--- config.mk ---
export PLATFORM = sky130hd
export DESIGN_NAME = tick_prescaler
export DESIGN_NICKNAME = d
export VERILOG_FILES = /design/src/rtl/tick_prescaler_pkg.sv /design/src/rtl/tick_prescaler_sync.sv /design/src/rtl/tick_prescaler.sv
export SDC_FILE = /design/constraint.sdc
export NUM_CORES = 1
export LEC_CHECK = 0
export BUFFER_PORTS_ARGS = -buffer_cell sky130_fd_sc_hd__buf_4
export CAP_MARGIN = 10
export CORE_MARGIN = 2
export CORE_UTILIZATION = 40
export DETAILED_ROUTE_END_ITERATION = 10
export PLACE_DENSITY_LB_ADDON = 0.1
export SKIP_LAST_GASP = 1
export SLEW_MARGIN = 5
export SYNTH_ARGS = -nofsm -noshare
export SYNTH_HDL_FRONTEND = slang
export SYNTH_SLANG_ARGS = --single-unit
--- constraint.sdc ---
create_clock -name clk -period 1.41 [get_ports clk]
set_clock_uncertainty 0.2 [all_clocks]
set_input_delay 0.3525 -clock clk [delete_from_list [all_inputs] [get_ports clk]]
set_output_delay 0.3525 -clock clk [all_outputs]
set_load 0.005 [all_outputs]
--- src/rtl/tick_prescaler_pkg.sv ---
// tick_prescaler_pkg: shared rate encodings and divider-width helper for tick_prescaler
package tick_prescaler_pkg;
  localparam int TAP_STEP_DEF = 4;
  localparam logic [1:0] RATE_16  = 2'd0;
  localparam logic [1:0] RATE_256 = 2'd1;
  localparam logic [1:0] RATE_4K  = 2'd2;
  localparam logic [1:0] RATE_64K = 2'd3;
  function automatic int rate_n(input logic [1:0] rate, input int tap);
    return tap * (int'(rate) + 1);
  endfunction
endpackage

--- src/rtl/tick_prescaler_sync.sv ---
// sync_vec: W-bit, STAGES-deep input synchroniser, async active-low reset to 0
// ports: clk, rst_n, d (async input bundle), q (synchronised bundle)
module sync_vec #(
  parameter int W = 1,
  parameter int STAGES = 2
) (
  input  logic         clk,
  input  logic         rst_n,
  input  logic [W-1:0] d,
  output logic [W-1:0] q
);
  logic [W-1:0] ff [STAGES];
  if (STAGES < 2) begin : g_bad_stages
    $error("sync_vec: STAGES must be >= 2");
  end
  always_ff @(posedge clk or negedge rst_n)
    if (!rst_n)
      for (int i = 0; i < STAGES; i++) ff[i] <= '0;
    else begin
      ff[0] <= d;
      for (int i = 1; i < STAGES; i++) ff[i] <= ff[i-1];
    end
  assign q = ff[STAGES-1];
endmodule

--- src/rtl/tick_prescaler.sv ---
// tick_prescaler: free-running counter producing a single-cycle tick enable at a selectable rate
// ports: clk, rst_n (async active-low); rate_sel/bypass/pause/step (async pins);
//        tick (registered enable), rate_act/bypass_act (config in effect), cnt (observation)
module tick_prescaler import tick_prescaler_pkg::*; #(
  parameter int CNT_W = 16,
  parameter int TAP_STEP = TAP_STEP_DEF,
  parameter int SYNC_STAGES = 2
) (
  input  logic             clk,
  input  logic             rst_n,
  input  logic [1:0]       rate_sel,
  input  logic             bypass,
  input  logic             pause,
  input  logic             step,
  output logic             tick,
  output logic [1:0]       rate_act,
  output logic             bypass_act,
  output logic [CNT_W-1:0] cnt
);
  logic [4:0] in_s;
  logic [1:0] rate_s;
  logic bypass_s, pause_s, step_s, step_prev, term;
  logic [CNT_W-1:0] mask;
  if (CNT_W < TAP_STEP * 4) begin : g_bad_width
    $error("tick_prescaler: CNT_W must be >= TAP_STEP*4");
  end
  sync_vec #(.W(5), .STAGES(SYNC_STAGES)) u_sync (
    .clk(clk),
    .rst_n(rst_n),
    .d({step, pause, bypass, rate_sel}),
    .q(in_s)
  );
  assign {step_s, pause_s, bypass_s, rate_s} = in_s;
  // low N bits set; shifting by the full width yields zero, so N == CNT_W gives all ones
  assign mask = ~({CNT_W{1'b1}} << rate_n(rate_act, TAP_STEP));
  assign term = (cnt & mask) == mask;
  always_ff @(posedge clk or negedge rst_n)
    if (!rst_n) begin
      cnt        <= '0;
      tick       <= 1'b0;
      rate_act   <= RATE_16;
      bypass_act <= 1'b0;
      step_prev  <= 1'b0;
    end else begin
      step_prev <= step_s;
      if ({bypass_s, rate_s} != {bypass_act, rate_act}) begin
        rate_act   <= rate_s;
        bypass_act <= bypass_s;
        cnt        <= '0;
        tick       <= 1'b0;
      end else if (pause_s)
        tick <= step_s & ~step_prev;
      else begin
        tick <= bypass_act | term;
        cnt  <= cnt + 1'b1;
      end
    end
endmodule
==> impl_metrics.toml, run 1 <==
[run_status]
outcome = "finished with violations"
violations = "setup timing"

[sta]
holdWs_ns = 0.158
finalSetupViolCount = 32
timing.slew.headroom = 0.735
worst_pin_slew_ns = 0.397
finalMaxSlewViolations = 0
setup_ws_ns = -0.248
fin_crit_sh = 1.18
max_freq_mhz = 603
hold_viol_final = 0
finalWorstPathRequiredPeriod_ns = 1.66
grt_setup_unrepaired = "true"

[clock_tree]
cts_sinks = 31
clkTransAtPathRegs_ns = 0.09
h-tree-depth = 2
numCtsBuffers = 5
cts_tree = "done"
cts_max_path_buffers = 2
clock_latency_ns = 0.33
cts_root_buf = "clkbuf_4"

[critical_path]
crit_chain = "ha_4 -> nand3_4 -> buf_4 -> or3_4 -> a21oi_2"
end_kind = "flop"
critPathTopFamily = "flip-flops"
cp-start-kind = "flop"
crit_path_top_delay_cell = "dfrtp_1"
path_buf_inv = 1
cp_max_fo = 4
cpPeakStageDelay_ns = 0.44
required_ns = 1.47
crit_type = "flop to flop"
crit_arrival_ns = 1.71

[power]
ir_worst_vdd_v = 0.000571
power_density_nw_per_um2 = 729
power_mw = 1.77
p_leak_nw = 1.13

[synthesis]
yosysUniqueCellTypes = 29
muxShareOfSynthArea = 0.00794
synth_top_cell_by_area = "dfrtp_1"
synth-seq-cells = 31
synthXorXnorAreaFrac = 0.104
synth_top_area_frac = 0.615
syn_inst = 107
synth_area_um2 = 1260
synth_fa_ha_area_frac = 0.00992
synth_compound_area_frac = 0.0446
ys_top_cells_by_area = "dfrtp_1 62%, xnor2_1 6.3%, xor2_1 4.2%"
avgSynthCellArea_um2 = 11.8
yosysWarnings = 0
synth_simple_gate_area_frac = 0.194
seq_area_frac_synth = 0.615
synth.net_count = 115
synth_top_family_by_area = "simple AND/OR/NAND/NOR gates"

[die]
io_pins = 27
rows = 20
die_w_um = 60.2
die_h_um = 60.2
die-area_um2 = 3620
core_area_um2 = 3030
start_util = 0.417

[route]
drtIter0Drc = 26
vias_per_cell = 4.81
via_count = 1189
drtPass1Iterations = 4
drt-total-wl_um = 3490
antenna_left = 0
wl_per_cell_um = 14.1
drc_errors = 0

[grt]
grt_pass1_vias = 1229
grt_first_pass_wirelength_um = 5470
grt_overflow = 0
grt_max_degree = 32
grt_usage = 0.211
antenna_found_initial = 0

[layout]
drive_gt1_frac = 0.596
syn2layout_area_growth_pct = 92.6
layout_common_cells = "46 x buf_4, 41 x buf_6, 28 x dfrtp_1"
final_common_cell = "buf_4"
n_antenna_cell = 0
nets = 210

[min_path]
min_path_type = "flop to flop"

[job]
drv_cap = 0

[placement]
dp_hpwl_um = 1940
io_buffers = 26
place_congestion = 0.779
==> metal layers <==
layer | GRT usage | share of wire | vias up
li1 | - | - | 564
met1 | 0.237 | 0.40 | 591
met2 | 0.368 | 0.54 | 28
met3 | 0.0649 | 0.042 | 6
met4 | 0.0857 | 0.015 | 0
met5 | 0 | 0 | -
==> registers in the layout, indices dropped and copies added, names as in the netlist <==
name	count
u_sync.ff	5
tick	1
u_sync.q	5
rate_act	2
bypass_act	1
cnt	16
step_prev	1
==> stage by stage <==
step | worst slack, ns | instance area [um2] | utilization | TNS (ns) | instances
3_3_place_gp | -0.156 | 1760 | 0.581 | -1.03 | 202
5_1_grt | -0.297 | 2430 | 0.802 | -5.74 | 247
3_5_place_dp | -0.210 | 1760 | 0.581 | -1.51 | 202
2_1_floorplan | -0.135 | 1310 | - | -0.763 | 107
6_report | -0.248 | 2430 | 0.802 | -4.11 | 247
4_1_cts | -0.210 | 2300 | 0.760 | -3.46 | 239
==> synth_stat cells, drive strengths merged <==
master   instances
a2111oi          1
a211oi           2
a21oi            3
and3             3
and3b            1
buf              1
clkbuf           5
dfrtp           31
ha               1
inv              1
mux2i            1
nand2            4
nand2b           1
nand3            3
nand3b           1
nand4            7
nor2            13
nor2b            1
nor3             2
nor4             4
o21ai            2
o31ai            1
or3              2
or4              1
xnor2            9
xor2             6
==> power breakdown <==
part,switching (mW),total [mW],internal [mW]
Combinational,0.0578,0.124,0.0664
Sequential,0.0144,0.926,0.911
Clock,0.301,0.720,0.419
Total,0.373,1.77,1.40
==> path summary, 6_finish.rpt <==
| check | slack, ns | endpoint | startpoint | cells past startpoint |
|---|---|---|---|---|
| min in group asynchronous | 0.29 | cnt[11] | rst_n | 2 |
| worst max register to register | -0.25 | cnt[4] | cnt[1] | 5 |
| max in group asynchronous | 0.42 | cnt[4] | rst_n | 2 |
| worst max-delay path | -0.25 | cnt[4] | cnt[1] | 5 |
| worst min-delay path | 0.16 | u_sync.q[2] | u_sync.ff[7] | 0 |
| worst min register to register | 0.16 | u_sync.q[2] | u_sync.ff[7] | 0 |
==> cell type report <==
| type | instances | area (um2) |
|---|---|---|
| Sequential cell | 31 | 779 |
| Clock buffer | 6 | 51.3 |
| Clock inverter | 2 | 35.0 |
| Tap cell | 44 | 55.1 |
| Multi-Input combinational cell | 70 | 637 |
| Inverter | 1 | 3.75 |
| Fill cell | 160 | 599 |
| Timing Repair Buffer | 93 | 867 |
==> cells by family (layout without fill, tap and decap cells) <==
| family | count (synthesis) | count (layout) |
|---|---|---|
| buffers and inverters | 7 | 102 |
| XOR/XNOR | 15 | 15 |
| flip-flops | 31 | 31 |
| AO/OA/AOI/OAI | 9 | 9 |
| AND/OR/NAND/NOR | 43 | 44 |
| adder cells (fa/ha/maj) | 1 | 1 |
| multiplexers | 1 | 1 |
==> what timing repair did <==
action	CTS	global route
resized for setup	51	17
hold buffers	6	0
gates cloned	1	0
buffers inserted	22	9
endpoints found under the setup margin	32	35
pin swaps	8	10
endpoints found under the hold margin	36	0
(Power assumes the default switching activity.)
==> inputs of run 2 (changes only) <==
--- a/config.mk
+++ b/config.mk
@@ -10,6 +10,7 @@
 export CORE_MARGIN = 2
 export CORE_UTILIZATION = 40
 export DETAILED_ROUTE_END_ITERATION = 10
+export MAX_ROUTING_LAYER = met4
 export PLACE_DENSITY_LB_ADDON = 0.1
 export SKIP_LAST_GASP = 1
 export SLEW_MARGIN = 5
==> run 2 against run 1 <==
Against the previous run:
- the flow still finishes with violations (setup timing)
- utilization is the same
- register-to-register slack barely moved
- critical path depth stayed put
- maximum frequency fell by 0.11%
- largest cell class unchanged
==> impl_metrics.toml, run 2 (synthesized netlist as in run 1, its figures left out) <==
[sta]
max_freq_mhz = 602
timing.slew.headroom = 0.736
finalSetupViolCount = 32
hold_viol_final = 0
fin_crit_sh = 1.18
worst_pin_slew_ns = 0.396
finalMaxSlewViolations = 0
grt_setup_unrepaired = "true"
holdWs_ns = 0.159
setup_ws_ns = -0.250
finalWorstPathRequiredPeriod_ns = 1.66

[layout]
fillCellCount = 160
n_antenna_cell = 0
syn2layout_area_growth_pct = 92.6
fin_cells = 247
largest_reg_flops = 16
final_util = 0.802
nets = 210
regMostFlops = "cnt"
layout_common_cells = "46 x buf_4, 41 x buf_6, 28 x dfrtp_1"
drive_gt1_frac = 0.596
final_common_cell = "buf_4"

[route]
drtPass1Iterations = 4
drc_errors = 0
via_count = 1190
wl_per_cell_um = 14.1
drtIter0Drc = 28
drt-total-wl_um = 3490
antenna_left = 0
vias_per_cell = 4.82

[power]
p_sw_frac = 0.211
ir_worst_vdd_v = 0.000570
internal-power_mw = 1.40
power_frac_clock = 0.407
seqPwrFrac = 0.523
p_sw_mw = 0.374
p_leak_nw = 1.13
power_density_nw_per_um2 = 729
power_mw = 1.77
comb_power_share = 0.070

[run_status]
violations = "setup timing"
outcome = "finished with violations"

[grt]
grt_usage = 0.218
grt_pass1_vias = 1231
grt_first_pass_wirelength_um = 5500
antenna_found_initial = 0
grt_overflow = 0
grt_max_degree = 32

[clock_tree]
cts_max_path_buffers = 2
cts_root_buf = "clkbuf_4"
clock_latency_ns = 0.33
clkTransAtPathRegs_ns = 0.09
numCtsBuffers = 5
cts_tree = "done"
h-tree-depth = 2
cts_sinks = 31

[critical_path]
crit_type = "flop to flop"
end_kind = "flop"
cp-start-kind = "flop"
required_ns = 1.47
cp_max_fo = 4
crit_arrival_ns = 1.72

[die]
die_w_um = 60.2
die-area_um2 = 3620
die_h_um = 60.2
core_area_um2 = 3030
start_util = 0.417
rows = 20
io_pins = 27

[placement]
io_buffers = 26
dp_hpwl_um = 1940
placedCellCount = 202
place_congestion = 0.790

[min_path]
min_path_type = "flop to flop"

[job]
drv_cap = 0
[run 2: stage by stage]
step / instance area [um2] / setup slack [ns] / setup TNS, ns
global route: 2430 / -0.297 / -5.74
detailed placement: 1760 / -0.210 / -1.51
global placement: 1760 / -0.156 / -1.03
finish: 2430 / -0.250 / -4.12
CTS: 2300 / -0.210 / -3.46
floorplan: 1310 / -0.135 / -0.763
[run 2: what timing repair did]
item                                    4_1_cts  5_1_grt
resized for setup                            51       17
endpoints found under the setup margin       32       35
buffers inserted                             22        9
hold buffers                                  6        0
cloned                                        1        0
hold endpoints to repair                     36        0
pin swaps                                     8       10
[run 2: layout make-up]
cell class	count	area, um2	area share
clock buffer	6	51.3	0.0211
clock inverter	2	35.0	0.0144
inverter	1	3.75	0.00155
multi-input combinational	70	637	0.262
sequential	31	779	0.321
tap	44	55.1	0.0227
timing repair buffer	93	867	0.357
[run 2: layer usage]
layer  up-vias  GRT usage  share of wire
met3         6     0.0671          0.048
met4         0     0.0857          0.014
li1        565          -              -
met1       586      0.238           0.40
met2        33      0.368           0.54
met5         -          -              0
[run 2: worst max-delay path: stages (launching register included)]
cell and delay [ns]:
dfrtp_1 0.44, ha_4 0.19, nand3_4 0.11, buf_4 0.17
or3_4 0.33, a21oi_2 0.16
[run 2: path summary, 6_finish.rpt]
| kind | start | end | slack (ns) | cells past startpoint |
|---|---|---|---|---|
| min in group asynchronous | rst_n | cnt[11] | 0.29 | 2 |
| setup / recovery | cnt[1] | cnt[4] | -0.25 | 5 |
| hold reg to reg | u_sync.ff[7] | u_sync.q[2] | 0.16 | 0 |
| max in group asynchronous | rst_n | cnt[4] | 0.42 | 2 |
| hold / removal | u_sync.ff[7] | u_sync.q[2] | 0.16 | 0 |
| setup reg to reg | cnt[1] | cnt[4] | -0.25 | 5 |
[run 2: power groups by stage]
stage	clock, mW	sequential, mW	combinational (mW)
final	0.720	0.926	0.124
after global routing	0.767	0.928	0.139
after CTS	0.734	0.926	0.123
after detailed placement	0	0.943	0.0923
after global placement	0	0.942	0.0911
after floorplan	0	0.942	0.0313
==> inputs of run 3 (changes only) <==
--- a/config.mk
+++ b/config.mk
@@ -5,6 +5,7 @@
 export SDC_FILE = /design/constraint.sdc
 export NUM_CORES = 1
 export LEC_CHECK = 0
+export ABC_AREA = 1
 export BUFFER_PORTS_ARGS = -buffer_cell sky130_fd_sc_hd__buf_4
 export CAP_MARGIN = 10
 export CORE_MARGIN = 2
==> run 3 against run 2 <==
Against the previous run:
- wire length rose by 8.4%
- via count rose by 19%
- combinational power grew 32%
- sequential power is essentially flat
- global-route usage is 1.4 points lower
- first-iteration DRC count rose to 2.6 times the previous value
- clock power shrank 15%
- the run still ends with setup timing left
- synthesized area increased by 15%
- critical path depth rose by 1
==> impl_metrics.toml, run 3 <==
[synthesis]
ys_async_sr_fraction = 1.00
synth_top_cell_by_area = "dfrtp_1"
seq_area_frac_synth = 0.533
ys_top_cells_by_area = "dfrtp_1 53%, nand2_1 11%, inv_1 4.4%"
synth-edff-count = 0
synth_area_um2 = 1460
synth-seq-cells = 31
yosysWarnings = 0
synthFlopType = "dfrtp_1"
synth_top_area_frac = 0.533
avgSynthCellArea_um2 = 8.62
synth.net_count = 177
syn_inst = 169
yosysUniqueCellTypes = 23
yosysMostFrequentCell = "nand2_1"
synth_common_cells = "42 x nand2_1, 31 x dfrtp_1, 17 x inv_1"

[sta]
finalWorstPathRequiredPeriod_ns = 1.56
tns_ns = -2.68
finalMaxSlewViolations = 0
fin_crit_sh = 1.11
timing.slew.headroom = 0.734
hold_viol_final = 0
finalSetupViolCount = 34
grt_setup_unrepaired = "true"
max_freq_mhz = 639
worst_pin_slew_ns = 0.399
setup_ws_ns = -0.154

[grt]
antenna_found_initial = 0
grt_pass1_vias = 1375
grt_use_met1 = 0.252
grt_first_pass_wirelength_um = 6260
grt_max_degree = 32
grtUsageMet3 = 0.0493
grt_overflow = 0
gr-max-usage-layer = "met2"
met2_usage = 0.335
grt_usage = 0.204

[power]
p_sw_frac = 0.247
internal-power_mw = 1.28
p_leak_nw = 1.07
seqPwrFrac = 0.544
ir_worst_vdd_v = 0.000606
power_frac_clock = 0.360
power_density_nw_per_um2 = 713
p_sw_mw = 0.421
comb_power_share = 0.096

[clock_tree]
clock_latency_ns = 0.33
h-tree-depth = 2
cts_max_path_buffers = 2
cts_root_buf = "clkbuf_4"
cts_sinks = 31
clkTransAtPathRegs_ns = 0.10
numCtsBuffers = 5
cts_tree = "done"

[layout]
largest_reg_flops = 16
seq_area_um2 = 781
regMostFlops = "cnt"
nets = 253
final_common_cell = "nand2_1"
syn2layout_area_growth_pct = 64.2
layout_common_cells = "36 x nand2_1, 35 x buf_4, 33 x buf_6"
fillCellCount = 272
final_util = 0.700
multi_input_comb_area_um2 = 708
drive_gt1_frac = 0.488
n_antenna_cell = 0

[route]
wl_per_cell_um = 13.0
drtPass1Iterations = 5
drtIter0Drc = 73
antenna_left = 0
vias_per_cell = 4.87
via_count = 1422
drc_errors = 0
drt-total-wl_um = 3790

[critical_path]
end_kind = "flop"
r2r_end = "tick"
crit_type = "flop to flop"
r2r-start = "bypass_act"
required_ns = 1.48
reg2reg_slack_ns = -0.15
cp-start-kind = "flop"
cp_max_fo = 8
reg2reg_depth = 6
crit_arrival_ns = 1.64

[die]
rows = 21
die_h_um = 64.3
io_pins = 27
core_area_um2 = 3420
die_w_um = 64.3
die-area_um2 = 4140
start_util = 0.426

[job]
drv_cap = 0

[min_path]
hold_path_end = "u_sync.q[3]"
min_path_cells = 0
min_path_type = "flop to flop"
hp-start = "u_sync.ff[8]"

[placement]
place_congestion = 0.876
dp_hpwl_um = 2410
io_buffers = 26

[run_status]
outcome = "finished with violations"
violations = "setup timing"
## run 3: worst max-delay path, cell delays in order, from the launching register on
cell and delay (ns):
dfrtp_1 0.42, buf_6 0.13, xor2_2 0.17, nor2_4 0.21, buf_6 0.17, nand2_2 0.06, nor2_2 0.12
## run 3: worst max path at each step
stage | from | slack, ns | end
final | bypass_act | -0.15 | tick
after global routing | bypass_act | -0.22 | tick
after CTS | rate_act[0] | -0.14 | rate_act[0]
after detailed placement | cnt[0] | -0.06 | cnt[14]
after global placement | cnt[0] | -0.03 | cnt[14]
after floorplan | cnt[0] | 0.001 | cnt[14]
## run 3: metal layers
metal	wire [um]	vias up
met2	2030	29
met1	1580	695
met4	33	0
met5	0	-
met3	139	5
li1	-	693
## run 3: area by class of cell
class	count	share of cell area
Tap cell	46	0.0241
Multi-Input combinational cell	113	0.296
Clock buffer	7	0.0272
Timing Repair Buffer	74	0.290
Inverter	20	0.0324
Clock inverter	1	0.00314
Sequential cell	31	0.327
## run 3: power groups by stage
stage          clock network [mW]  logic (mW)  registers (mW)
2_1_floorplan                   0      0.0470           0.943
3_3_place_gp                    0       0.110           0.942
3_5_place_dp                    0       0.112           0.943
4_1_cts                     0.631       0.149           0.925
5_1_grt                     0.664       0.181           0.931
6_report                    0.613       0.164           0.927
## run 3: logic make-up (layout without fill, tap and decap cells)
family / count (synthesis) / count (layout) / synth area share
xor+xnor: 2 / 2 / 0.0120
simple gates: 90 / 90 / 0.306
compound gates: 20 / 20 / 0.0730
fa+ha+maj: 1 / 1 / 0.00859
flops: 31 / 31 / 0.533
buf+inv: 25 / 102 / 0.0679
## run 3: through the flow
stage	cell area (um2)	hold WS [ns]	worst slack, ns	cells	power (mW)
after global placement	1840	0.107	-0.0258	255	1.05
after global routing	2390	0.163	-0.221	292	1.78
after floorplan	1470	-0.143	0.00138	169	0.990
after CTS	2260	0.158	-0.136	288	1.71
after detailed placement	1840	0.114	-0.0616	255	1.06
final	2390	0.157	-0.154	292	1.70
## run 3: timing repair
action,4_1_cts,5_1_grt
hold buffers,6,0
endpoints found under the hold margin,36,0
resized for setup,38,26
endpoints found under the setup margin,33,37
pin swaps,5,12
setup buffers,19,4
